==> config.mk <==
export PLATFORM = sky130hd
export DESIGN_NAME = pipe_ctrl
export DESIGN_NICKNAME = d
export VERILOG_FILES = /design/src/rtl/pipe_ctrl.sv
export SDC_FILE = /design/constraint.sdc
export NUM_CORES = 1
export LEC_CHECK = 0
export ABC_AREA = 1
export CAP_MARGIN = 20
export CORE_ASPECT_RATIO = 1.1
export CORE_UTILIZATION = 39
export CTS_BUF_LIST = sky130_fd_sc_hd__clkbuf_4 sky130_fd_sc_hd__clkbuf_8
export CTS_CLUSTER_DIAMETER = 150
export DETAILED_ROUTE_END_ITERATION = 8
export HOLD_SLACK_MARGIN = 0.15
export PLACE_DENSITY = 0.88
export SLEW_MARGIN = 0
export SYNTH_ARGS = -nofsm -noshare
export SYNTH_HDL_FRONTEND = slang
export SYNTH_SLANG_ARGS = --single-unit
==> constraint.sdc <==
create_clock -name clk -period 1.78 [get_ports clk]
set_input_delay 0.178 -clock clk [delete_from_list [all_inputs] [get_ports clk]]
set_output_delay 0.178 -clock clk [all_outputs]
set_load 0.005 [all_outputs]
==> src/rtl/pipe_ctrl.sv <==
// ---------------------------------------------------------------------------
// pipe_ctrl
//
// Control unit for a five-stage pipeline (IF, ID, EX, MA, WB). It produces
// per-stage enables, IF/ID flush strobes and an EX bubble request. These
// outputs respond to branch, halt, load-use and external memory stall events.
//
// Optional feature macro: PIPE_CTRL_PERF_EN
//   defined   -> cycle_cnt / stall_cnt performance counters are implemented
//   undefined -> both counters are tied to zero and no counter flops exist
//
// Parameters
//   FLUSH_CYCLES  cycles IF/ID are flushed after a taken branch (1..15)
//   DRAIN_CYCLES  cycles MA/WB stay enabled after a halt (0..15)
//   CNT_W         width of the performance counters
//
// Ports
//   clk              rising-edge clock
//   rst_n            asynchronous active-low reset
//   start            leave IDLE and begin execution
//   halt_in          EX holds a HLT instruction
//   branch_taken_in  latched branch-taken from EX
//   ext_stall_in     memory not ready, freeze the whole pipe
//   load_use_in      ID reads a register being loaded in EX
//   resume           leave HALT once draining has finished
//   en_if..en_wb     per-stage enables (combinational)
//   flush_if/id      squash IF/ID latches (combinational)
//   bubble_ex        inject a NOP into EX (combinational)
//   halted           drain complete (registered)
//   state_out        current state encoding (registered)
//   cycle_cnt        non-IDLE cycle counter
//   stall_cnt        front-end stall cycle counter
// ---------------------------------------------------------------------------
module pipe_ctrl #(
    parameter int FLUSH_CYCLES = 2,
    parameter int DRAIN_CYCLES = 2,
    parameter int CNT_W        = 24
) (
    input  logic             clk,
    input  logic             rst_n,
    input  logic             start,
    input  logic             halt_in,
    input  logic             branch_taken_in,
    input  logic             ext_stall_in,
    input  logic             load_use_in,
    input  logic             resume,
    output logic             en_if,
    output logic             en_id,
    output logic             en_ex,
    output logic             en_ma,
    output logic             en_wb,
    output logic             flush_if,
    output logic             flush_id,
    output logic             bubble_ex,
    output logic             halted,
    output logic [2:0]       state_out,
    output logic [CNT_W-1:0] cycle_cnt,
    output logic [CNT_W-1:0] stall_cnt
);

    typedef enum logic [2:0] {
        IDLE  = 3'd0,
        RUN   = 3'd1,
        FLUSH = 3'd2,
        STALL = 3'd3,
        HALT  = 3'd4
    } state_t;

    localparam logic [3:0] FLUSH_INIT = 4'(FLUSH_CYCLES);
    localparam logic [3:0] DRAIN_INIT = 4'(DRAIN_CYCLES);

    state_t     state_q, state_d;
    logic [3:0] cnt_q, cnt_d;
    logic       halted_q;

    // State, down-counter and halted flag. halted is computed from the
    // next-state values so that it is a clean Moore output aligned with
    // state_out.
    always_ff @(posedge clk or negedge rst_n) begin
        if (!rst_n) begin
            state_q  <= IDLE;
            cnt_q    <= 4'd0;
            halted_q <= 1'b0;
        end else begin
            state_q  <= state_d;
            cnt_q    <= cnt_d;
            halted_q <= (state_d == HALT) && (cnt_d == 4'd0);
        end
    end

    // Next-state and combinational stage control. In RUN, events resolve
    // in priority order halt > branch > external stall > load-use. In FLUSH,
    // an external stall freezes the pipe and the counter. The flush strobes
    // stay asserted while the pipe is frozen.
    always_comb begin
        state_d   = state_q;
        cnt_d     = cnt_q;
        en_if     = 1'b0;
        en_id     = 1'b0;
        en_ex     = 1'b0;
        en_ma     = 1'b0;
        en_wb     = 1'b0;
        flush_if  = 1'b0;
        flush_id  = 1'b0;
        bubble_ex = 1'b0;

        case (state_q)
            IDLE: begin
                cnt_d = 4'd0;
                if (start) begin
                    state_d = RUN;
                end
            end

            RUN: begin
                en_if = 1'b1;
                en_id = 1'b1;
                en_ex = 1'b1;
                en_ma = 1'b1;
                en_wb = 1'b1;
                if (halt_in) begin
                    en_if   = 1'b0;
                    en_id   = 1'b0;
                    en_ex   = 1'b0;
                    state_d = HALT;
                    cnt_d   = DRAIN_INIT;
                end else if (branch_taken_in) begin
                    state_d = FLUSH;
                    cnt_d   = FLUSH_INIT;
                end else if (ext_stall_in) begin
                    en_if   = 1'b0;
                    en_id   = 1'b0;
                    en_ex   = 1'b0;
                    en_ma   = 1'b0;
                    en_wb   = 1'b0;
                    state_d = STALL;
                end else if (load_use_in) begin
                    en_if     = 1'b0;
                    en_id     = 1'b0;
                    bubble_ex = 1'b1;
                end
            end

            STALL: begin
                if (!ext_stall_in) begin
                    en_if   = 1'b1;
                    en_id   = 1'b1;
                    en_ex   = 1'b1;
                    en_ma   = 1'b1;
                    en_wb   = 1'b1;
                    state_d = RUN;
                end
            end

            FLUSH: begin
                flush_if = 1'b1;
                flush_id = 1'b1;
                if (!ext_stall_in) begin
                    en_if = 1'b1;
                    en_id = 1'b1;
                    en_ex = 1'b1;
                    en_ma = 1'b1;
                    en_wb = 1'b1;
                    if (cnt_q <= 4'd1) begin
                        state_d = RUN;
                        cnt_d   = 4'd0;
                    end else begin
                        cnt_d = cnt_q - 4'd1;
                    end
                end
            end

            HALT: begin
                if (cnt_q != 4'd0) begin
                    en_ma = 1'b1;
                    en_wb = 1'b1;
                    cnt_d = cnt_q - 4'd1;
                end else if (resume) begin
                    state_d = RUN;
                end
            end

            default: begin
                state_d = IDLE;
                cnt_d   = 4'd0;
            end
        endcase
    end

    assign state_out = state_q;
    assign halted    = halted_q;

`ifdef PIPE_CTRL_PERF_EN
    logic [CNT_W-1:0] cycle_q, stall_q;

    // Saturating performance counters. A stall cycle is any active,
    // non-HALT cycle in which the front end (IF) is held.
    always_ff @(posedge clk or negedge rst_n) begin
        if (!rst_n) begin
            cycle_q <= '0;
            stall_q <= '0;
        end else begin
            if (state_q != IDLE && cycle_q != {CNT_W{1'b1}}) begin
                cycle_q <= cycle_q + 1'b1;
            end
            if (state_q != IDLE && state_q != HALT && !en_if &&
                stall_q != {CNT_W{1'b1}}) begin
                stall_q <= stall_q + 1'b1;
            end
        end
    end

    assign cycle_cnt = cycle_q;
    assign stall_cnt = stall_q;
`else
    assign cycle_cnt = '0;
    assign stall_cnt = '0;
`endif

endmodule

==> results <==
kinds of logic (layout without fill, tap and decap cells):
family / after synthesis / in the layout / share of synthesized area [%]
adders and majority gates: 2 / 2 / 2.227
other: 1 / 48 / 0.3338
DFF: 8 / 8 / 17.82
and+or+nand+nor: 77 / 77 / 32.85
AOI/OAI and AO/OA: 10 / 10 / 6.015
buffers and inverters: 69 / 60 / 40.76
path summary, 6_finish.rpt:
check,startpoint,endpoint,depth (start not counted)
max in group asynchronous,rst_n,cnt_q[0],1
worst min register to register,cnt_q[2],cnt_q[2],2
worst max register to register,cnt_q[0],halted,10
min in group clk,cnt_q[2],cnt_q[2],2
worst min-delay path,rst_n,state_out[0],1
worst max-delay path,state_out[2],en_ex,7
repair_timing:
action,4_1_cts,5_1_grt
pin swaps,2,0
endpoints found under the hold margin,0,0
setup buffers,1,0
setup endpoints to repair,6,4
gates resized for setup,10,8
area by class of cell:
| type | instances | area, sq um | area share (%) |
|---|---|---|---|
| multi-input cells | 137 | 655.6 | 49.67 |
| inverters | 16 | 60.06 | 4.550 |
| repair buffers | 41 | 340.3 | 25.78 |
| clock buffers | 3 | 22.52 | 1.706 |
| well taps | 33 | 41.29 | 3.128 |
| flip-flops and latches | 8 | 200.2 | 15.17 |
critical path, cell delays in order (launching register included):
cell and delay, ns:
dfrtp_1 0.39, inv_2 0.08, nand3_2 0.07, nor2_2 0.14, inv_1 0.07, a21oi_2 0.14
buf_4 0.11, dlygate4sd2_1 0.22
per-layer routing:
layer / share of wire (%) / track usage, % / vias up
met5: 0 / 0 / -
met4: 0.69 / 4.511 / 0
met3: 6.4 / 1.550 / 2
met2: 52 / 25.68 / 51
met1: 41 / 15.52 / 449
li1: - / - / 503
placed cells by master (no fill, tap or decap), drive strengths merged:
cell type,synthesis,routed
nor2,21,21
a21boi,1,1
a21oi,1,1
nor4,1,1
dlygate4sd2,0,4
clkdlybuf4s50,0,11
conb,1,48
clkdlybuf4s15,0,2
dfrtp,8,8
nor3,2,2
o221ai,1,1
o21ai,4,4
nand4,1,1
ha,2,2
o211ai,1,1
nand3,18,18
o31ai,1,1
inv,16,16
buf,53,22
nand2,34,34
clkbuf,0,5
o21bai,1,1
where the power goes:
part / total [mW] / switching [mW] / leakage (nW) / internal (mW)
registers: 0.308 / 0.0651 / 0.107 / 0.243
logic: 1.14 / 0.603 / 0.637 / 0.534
clock network: 0.133 / 0.0558 / 0.0138 / 0.0768
total: 1.58 / 0.724 / 0.757 / 0.853
stage by stage:
step / TNS (ns) / setup slack [ns] / hold slack (ns)
floorplan: 0 / 0.2822 / -0.1176
global placement: -0.1329 / -0.06695 / 0.4754
detailed placement: -0.1998 / -0.1026 / 0.4817
CTS: 0 / 0.03260 / 0.2127
global route: 0 / 0.02506 / 0.2254
finish: 0 / 0.1324 / 0.2044
registers in the layout, summed over array words and instances (netlist names):
register	cells
cnt_q	4
state_out	3
halted	1
==> run metrics <==
status=finished, final reports clean; post-route minimum period=1.648 ns; Layout Nets=217; clk_lat worst skew=0.25 ns; Power Dens Cells=1195 mW/mm^2; Post-Syn Instances=roughly 170; first-pass GRT wire length=around 3200 um; vias in the first global route=825; initial core utilization=40.82%; final WL=2042 um; most frequent cell after synthesis=buf_4; Ports=68; design area=0.001320 sq mm; routed via count=around 1000; drt pass-1 iters=4; Netlist Area Pre-Place=roughly 0.0011 sq mm; port bufs=19; drt first-iter violations=27; post-synthesis register bit count=8; Area contributors post-synth=buf_4, dfrtp_1, nand2_1; Placed Instances=234; Final Power=between 1.5 and 2 mW; CP Capture Type=output port; Util after Layout=47.95%; asr flop ratio synth=100.0%; vias per std cell=4.223; worst endpoint required time=1.60 ns; Post-synth EDFFs=0; Period Utilization, post-route=92.56%; R2R setup slack=0.25 ns; GPL Wtd Cong=roughly 0.86; Synth top cells by count=buf_4, nand2_1, nand3_1, nor2_1, inv_1; root buffer cell=clkbuf_4; Critical Path AT=1.47 ns; post-route ant nets=0; max-slew violations=0; GR Util All Layers=between 10% and 20%; startpoint types=flip-flop; Reg clk slew, reported paths=~0.050 ns; Max Fclk=607.0 MHz; Syn Area/Cell=6.728 sq um; Leakage=between 0.7 and 0.8 nW; Seq/Total Area, Yosys=about 18%; Fin Clk Skew=0.001788 ns; Yosys warning count=0; hpwl dp=1699 um; GRT overflow=0; TritonCTS clock tree=built; core area=0.002753 sq mm; Placed Area=0.001291 sq mm; library cells used by synthesis=24; Die Y=58.30 um; Die W=~53 um; CP Max Fanout=3; final std cells w/o fill=roughly 240; initial antenna violation count=0; RSZ-0062 raised after global routing=no; TritonCTS Buffers=3; layout cells sized above 1=24.39%; post-synth top area cell=buf_4; # DRC=0; # Max-Cap Violations=0; Bufs on Longest Clock Path=2; Synth top area share=35.41%; pin count of the biggest net entering global routing=9; Fin. Hold Viols=0; VDD IR max=572.8 uV; FP Rows=20; Final setup viols=0; Worst Hold Class=in2async; WL/cell=8.580 um; Die Area=between 0.003 and 0.004 sq mm; CTS H-tree depth=1; ys flop type=dfrtp_1; # diodes=0; CTS sink cnt=8; cts hold-fix bufs=0; crit path kind=reg2out; FILL cells=288; synthesis-to-finish area growth=17.48%
(Power assumes the default switching activity.)
